File: src/rtl/i2s_capture.sv
// I2S ADC receive path: deserializes stereo samples, packs four pairs per
// 128-bit word and streams them into a circular SDRAM region.
module i2s_capture #(
   parameter logic [21:0] BASE_ADDR   = 22'h200000,
   parameter logic [21:0] BUF_WORDS   = 22'd65536,
   parameter int          SAMPLE_BITS = 16
) (
   input  logic         clk,
   input  logic         reset_n,
   input  logic         SClk,
   input  logic         LRClk,
   input  logic         Din,
   input  logic         enable,
   input  logic         sdram_wait,
   input  logic         sdram_ac,
   output logic         sdram_wr,
   output logic [21:0]  sdram_addr,
   output logic [127:0] sdram_data,
   output logic [15:0]  sdram_be,
   output logic         busy,
   output logic         write_done,
   output logic         wrap,
   output logic         overflow
);

   localparam int SW = SAMPLE_BITS;
   localparam int CW = $clog2(SW + 1);
   localparam logic [21:0] LAST_ADDR = BASE_ADDR + BUF_WORDS - 22'd1;

   typedef enum logic {IDLE, REQ} state_e;

   logic [2:0]    sclk_s_q;
   logic [1:0]    lr_s_q;
   logic [1:0]    din_s_q;
   logic          en_q;

   logic          lr_last_q, lr_last_d;
   logic          chan_q, chan_d;
   logic [CW-1:0] cnt_q, cnt_d;
   logic [SW-1:0] shift_q, shift_d;
   logic [15:0]   l_q, l_d;
   logic          armed_q, armed_d;
   logic [1:0]    idx_q, idx_d;
   logic [127:0]  pack_q, pack_d;

   logic [127:0]  f0_q, f0_d;
   logic [127:0]  f1_q, f1_d;
   logic [1:0]    fcnt_q, fcnt_d;

   state_e        state_q, state_d;
   logic          wr_q, wr_d;
   logic [21:0]   addr_q, addr_d;
   logic [127:0]  data_q, data_d;
   logic          done_q, done_d;
   logic          wrap_q, wrap_d;
   logic          ovf_q, ovf_d;
   logic          pend_q, pend_d;

   logic          sclk_rise;
   logic          lr_s;
   logic          din_s;
   logic          en_rise;
   logic [SW-1:0] smp;
   logic          smp_done;
   logic          push;
   logic          pop;
   logic [31:0]   pair;

   assign sclk_rise = sclk_s_q[1] & ~sclk_s_q[2];
   assign lr_s      = lr_s_q[1];
   assign din_s     = din_s_q[1];
   assign en_rise   = enable & ~en_q;
   assign smp       = {shift_q[SW-2:0], din_s};

   // Serial framing, channel latch and pair packing
   always_comb begin
      lr_last_d = lr_last_q;
      chan_d    = chan_q;
      cnt_d     = cnt_q;
      shift_d   = shift_q;
      l_d       = l_q;
      armed_d   = armed_q;
      idx_d     = idx_q;
      pack_d    = pack_q;
      smp_done  = 1'b0;
      push      = 1'b0;
      pair      = {l_q, 16'(smp)};
      if (sclk_rise) begin
         lr_last_d = lr_s;
         if (lr_s != lr_last_q) begin
            cnt_d  = '0;
            chan_d = lr_s;
            if (!lr_s && enable) begin
               armed_d = 1'b1;
            end
         end else if (cnt_q < CW'(SW)) begin
            shift_d  = smp;
            cnt_d    = cnt_q + 1'b1;
            smp_done = (cnt_q == CW'(SW - 1));
         end
      end
      if (smp_done && armed_q) begin
         if (!chan_q) begin
            l_d = 16'(smp);
         end else begin
            unique case (idx_q)
               2'd0:    pack_d[127:96] = pair;
               2'd1:    pack_d[95:64]  = pair;
               2'd2:    pack_d[63:32]  = pair;
               default: pack_d[31:0]   = pair;
            endcase
            idx_d = idx_q + 2'd1;
            push  = (idx_q == 2'd3);
         end
      end
      // Disabled: partial word and samples never survive to a new arm
      if (!enable) begin
         armed_d = 1'b0;
         idx_d   = '0;
         pack_d  = '0;
         l_d     = '0;
         push    = 1'b0;
      end
   end

   // Write FSM and two-entry word FIFO
   always_comb begin
      state_d = state_q;
      wr_d    = wr_q;
      addr_d  = addr_q;
      data_d  = data_q;
      done_d  = 1'b0;
      wrap_d  = 1'b0;
      ovf_d   = ovf_q;
      pend_d  = pend_q | en_rise;
      f0_d    = f0_q;
      f1_d    = f1_q;
      fcnt_d  = fcnt_q;
      pop     = 1'b0;
      unique case (state_q)
         IDLE: begin
            if (fcnt_q != 2'd0 && !sdram_wait) begin
               state_d = REQ;
               wr_d    = 1'b1;
               data_d  = f0_q;
               pop     = 1'b1;
            end
         end
         REQ: begin
            if (sdram_ac) begin
               state_d = IDLE;
               wr_d    = 1'b0;
               done_d  = 1'b1;
               if (addr_q == LAST_ADDR) begin
                  addr_d = BASE_ADDR;
                  wrap_d = 1'b1;
               end else begin
                  addr_d = addr_q + 22'd1;
               end
            end
         end
         default: state_d = IDLE;
      endcase
      case ({push, pop})
         2'b11: begin
            if (fcnt_q == 2'd1) begin
               f0_d = pack_d;
            end else begin
               f0_d = f1_q;
               f1_d = pack_d;
            end
         end
         2'b01: begin
            f0_d   = f1_q;
            fcnt_d = fcnt_q - 2'd1;
         end
         2'b10: begin
            if (fcnt_q == 2'd0) begin
               f0_d   = pack_d;
               fcnt_d = 2'd1;
            end else if (fcnt_q == 2'd1) begin
               f1_d   = pack_d;
               fcnt_d = 2'd2;
            end else begin
               ovf_d = 1'b1;
            end
         end
         default: ;
      endcase
      // A restart waits until nothing from the previous run is in flight
      if (pend_d && state_q == IDLE && fcnt_q == 2'd0) begin
         addr_d = BASE_ADDR;
         ovf_d  = 1'b0;
         pend_d = 1'b0;
      end
   end

   always_ff @(posedge clk or negedge reset_n) begin
      if (!reset_n) begin
         sclk_s_q  <= '0;
         lr_s_q    <= '0;
         din_s_q   <= '0;
         en_q      <= 1'b0;
         lr_last_q <= 1'b0;
         chan_q    <= 1'b0;
         cnt_q     <= '0;
         shift_q   <= '0;
         l_q       <= '0;
         armed_q   <= 1'b0;
         idx_q     <= '0;
         pack_q    <= '0;
         f0_q      <= '0;
         f1_q      <= '0;
         fcnt_q    <= '0;
         state_q   <= IDLE;
         wr_q      <= 1'b0;
         addr_q    <= BASE_ADDR;
         data_q    <= '0;
         done_q    <= 1'b0;
         wrap_q    <= 1'b0;
         ovf_q     <= 1'b0;
         pend_q    <= 1'b0;
      end else begin
         sclk_s_q  <= {sclk_s_q[1:0], SClk};
         lr_s_q    <= {lr_s_q[0], LRClk};
         din_s_q   <= {din_s_q[0], Din};
         en_q      <= enable;
         lr_last_q <= lr_last_d;
         chan_q    <= chan_d;
         cnt_q     <= cnt_d;
         shift_q   <= shift_d;
         l_q       <= l_d;
         armed_q   <= armed_d;
         idx_q     <= idx_d;
         pack_q    <= pack_d;
         f0_q      <= f0_d;
         f1_q      <= f1_d;
         fcnt_q    <= fcnt_d;
         state_q   <= state_d;
         wr_q      <= wr_d;
         addr_q    <= addr_d;
         data_q    <= data_d;
         done_q    <= done_d;
         wrap_q    <= wrap_d;
         ovf_q     <= ovf_d;
         pend_q    <= pend_d;
      end
   end

   assign sdram_wr   = wr_q;
   assign sdram_addr = addr_q;
   assign sdram_data = data_q;
   assign sdram_be   = 16'hFFFF;
   assign busy       = (state_q == REQ) | (fcnt_q != 2'd0);
   assign write_done = done_q;
   assign wrap       = wrap_q;
   assign overflow   = ovf_q;

endmodule
File: config.mk
export PLATFORM = sky130hd
export DESIGN_NAME = i2s_capture
export DESIGN_NICKNAME = d
export VERILOG_FILES = /design/src/rtl/i2s_capture.sv
export SDC_FILE = /design/constraint.sdc
export NUM_CORES = 1
export LEC_CHECK = 0
export BUFFER_PORTS_ARGS = -buffer_cell sky130_fd_sc_hd__buf_2
export CAP_MARGIN = 30
export CORE_MARGIN = 8
export CORE_UTILIZATION = 60
export CTS_CLUSTER_DIAMETER = 60
export CTS_CLUSTER_SIZE = 24
export DETAILED_ROUTE_END_ITERATION = 10
export PLACE_DENSITY_LB_ADDON = 0.3
export REMOVE_ABC_BUFFERS = 1
export SETUP_SLACK_MARGIN = 0.05
export SLEW_MARGIN = 0
export SYNTH_ARGS = -nofsm -noshare
export SYNTH_HDL_FRONTEND = slang
export SYNTH_SLANG_ARGS = --single-unit
File: constraint.sdc
create_clock -name clk -period 4.2 [get_ports clk]
set_input_delay 0.63 -clock clk [delete_from_list [all_inputs] [get_ports clk]]
set_output_delay 0.63 -clock clk [all_outputs]
set_load 0.005 [all_outputs]
==> impl_metrics.toml <==
[setup_path]
crit_path_cell_trace = "ha_1 > and3_1 > ha_1 > nand4b_1 > nor4_4 > nor2b_4 > a22oi_1 > nand2_1"
worst_setup_path_end_kind = "register"
critPathBufInv = 0
path_delay_family = "simple AND/OR/NAND/NOR gates"
critical_path.most_common_cell = "ha_1"
cp-start-kind = "register"
cpMaxStageDelayCell = "nor2b_4"
arrival_ns = 3.62
critPathMaxFanout = 32
path_class = "reg2reg"
critPathMaxStageDelay_ns = 0.94
cp.required_ns = 4.69

[yosys]
syn_inst = 2084
yosysWarnings = 0
synth_top_family_by_area = "simple AND/OR/NAND/NOR gates"
synth_xor_area_frac = 0.00743
synth_mux_area_frac = 0.0666
synth_fa_ha_area_frac = 0.00507
async_reset_ff_frac = 1.00
synth_enable_flop_cells = 0
synth_compound_area_frac = 0.101
syn_avg_cell_area_um2 = 10.7
syn_area_um2 = 22200
yosys_register_bits = 559
yosysUniqueCellTypes = 54
ys.flop_type = "dfrtp_1"
yosys.area_share.simple = 0.157
ys_seq_area_frac = 0.629

[floorplanning]
start_util = 0.609
dieArea_um2 = 43500
std_cell_rows = 70
die_w_um = 208
die_height_um = 208
core_um2 = 36500
io_pins = 179

[final_layout]
layout-drive-gt1-share = 0.136
n_antenna_cell = 0
layout_commonest_cell = "nand2_1"
fin_area_um2 = 24600
fillers = 2746
area_delta_synth_final_pct = 10.6
fin_nets = 2177
final_cells = 2653
layout_common_cells = "nand2_1 (610), dfrtp_1 (558), o21ai_0 (195), buf_2 (160), a22oi_1 (128)"

[place]
globalplace.congestion = 0.799
dp_hpwl_um = 30100
numPortBuffers = 162
placedInstanceArea_um2 = 23400
dp_cells = 2590
dpl_worst_slack_ns = 1.09

[timing]
slew_headroom = 0.322
worst_pin_slew_ns = 1.02
slew_violations = 0
finalHoldViolations = 0
fmax_mhz = 319
rsz0062_at_grt = "no"
post-route-min-period_ns = 3.14
setup_ws_ns = 1.06
finClkSkew_ns = 0.0223
setup_violations = 0
post-route-period-util = 0.747

[drt]
wl_per_cell_um = 18.8
first_iter_violations = 1027
first_pass_iters = 5
routed_wl_um = 49900
drtAntennaViolNets = 0
remaining_drc_errors = 0
vias_per_cell = 5.73
vias = 15195

[global_routing]
grt_max_degree = 160
grtUsageTotal = 0.230
grt_pass1_wl_um = 82900
grt_overflow_total = 0
grt_pass1_vias = 15460
antenna_found_initial = 0

[power]
p_leak_nw = 12.1
total_power_mw = 10.5
p_per_area_nw_per_um2 = 429
peakVddDrop_v = 0.000344

[clock_network]
cts_buffer_depth = 3
cts_tree = "yes"
postCtsHoldBufs = 0
insertion_delay_ns = 0.55
cts_resized = 0
clkSlewWorstSetupHoldPaths_ns = 0.09
cts.htree.levels = 2
post_cts_buffers = 0
numCtsBuffers = 36
cts-root-buf = "clkbuf_16"
cts.sinks = 559

[job]
drv_cap = 0

[hold_path]
min_path_type = "in2async"

[run_status]
status = "finished, final reports clean"
## flip-flops by register name, indices dropped and copies added (netlist names), 2 cells and up
signal,cells
sdram_addr,22
f0_q,128
l_q,16
idx_q,2
din_s_q,2
lr_s_q,2
shift_q,15
sclk_s_q,3
sdram_data,128
fcnt_q,2
pack_q,96
cnt_q,5
f1_q,128
## routing by layer
metal | GRT usage | share of wire
met3 | 0.0409 | 0.052
met1 | 0.315 | 0.44
met5 | 0 | 0
met2 | 0.381 | 0.48
met4 | 0.0570 | 0.021
## stage by stage
stage | TNS [ns] | hold slack (ns) | utilization
3_3_place_gp | 0 | 0.341 | 0.639
5_1_grt | 0 | 0.166 | 0.673
6_report | 0 | 0.155 | 0.673
3_5_place_dp | 0 | 0.355 | 0.640
4_1_cts | 0 | 0.159 | 0.673
2_1_floorplan | -1165.72 | 0.331 | -
## layout make-up
class,instances,area (um2),share of cell area
well taps,468,586,0.0238
multi-input cells,1365,7610,0.310
flip-flops and latches,559,14000,0.569
repair buffers,188,1150,0.0470
inverters,10,37.5,0.00153
clock buffers,41,951,0.0387
clock inverters,22,264,0.0107
## final timing paths
path / start / end / slack [ns] / cells past startpoint
setup / recovery: cnt_q[0] / f0_q[22] / 1.06 / 8
hold / removal: reset_n / f1_q[23] / 0.15 / 1
min in group clk: Din / din_s_q[0] / 0.18 / 1
max in group asynchronous: reset_n / shift_q[6] / 2.83 / 2
hold reg to reg: din_s_q[0] / din_s_q[1] / 0.38 / 0
setup reg to reg: cnt_q[0] / f0_q[22] / 1.06 / 8
## synthesized netlist by cell type, types with 16 or more instances
| cell | number | area [um2] |
|---|---|---|
| a22oi_1 | 128 | 961 |
| dfrtp_1 | 558 | 14000 |
| nand2_1 | 610 | 2290 |
| nand3_1 | 16 | 80.1 |
| nor2b_1 | 118 | 738 |
| mux2i_1 | 112 | 1120 |
| clkbuf_1 | 115 | 432 |
| nor2_1 | 25 | 93.8 |
| buf_2 | 25 | 125 |
| o21ai_0 | 195 | 976 |
| buf_4 | 16 | 120 |
| mux2_2 | 32 | 360 |
## logic make-up (layout without fill, tap and decap cells)
family | after synthesis | in the layout
AOI/OAI and AO/OA | 370 | 370
xor gates and xnor gates | 18 | 18
adders and majority gates | 9 | 9
buffers and inverters | 175 | 261
DFF | 559 | 559
muxes | 144 | 144
other | 1 | 16
and+or+nand+nor | 808 | 808
## where the power goes
group	internal (mW)	switching (mW)
Clock	1.83	1.91
Sequential	5.46	0.153
Combinational	0.218	0.971
Note: power is estimated with default switching activity, not from simulation.
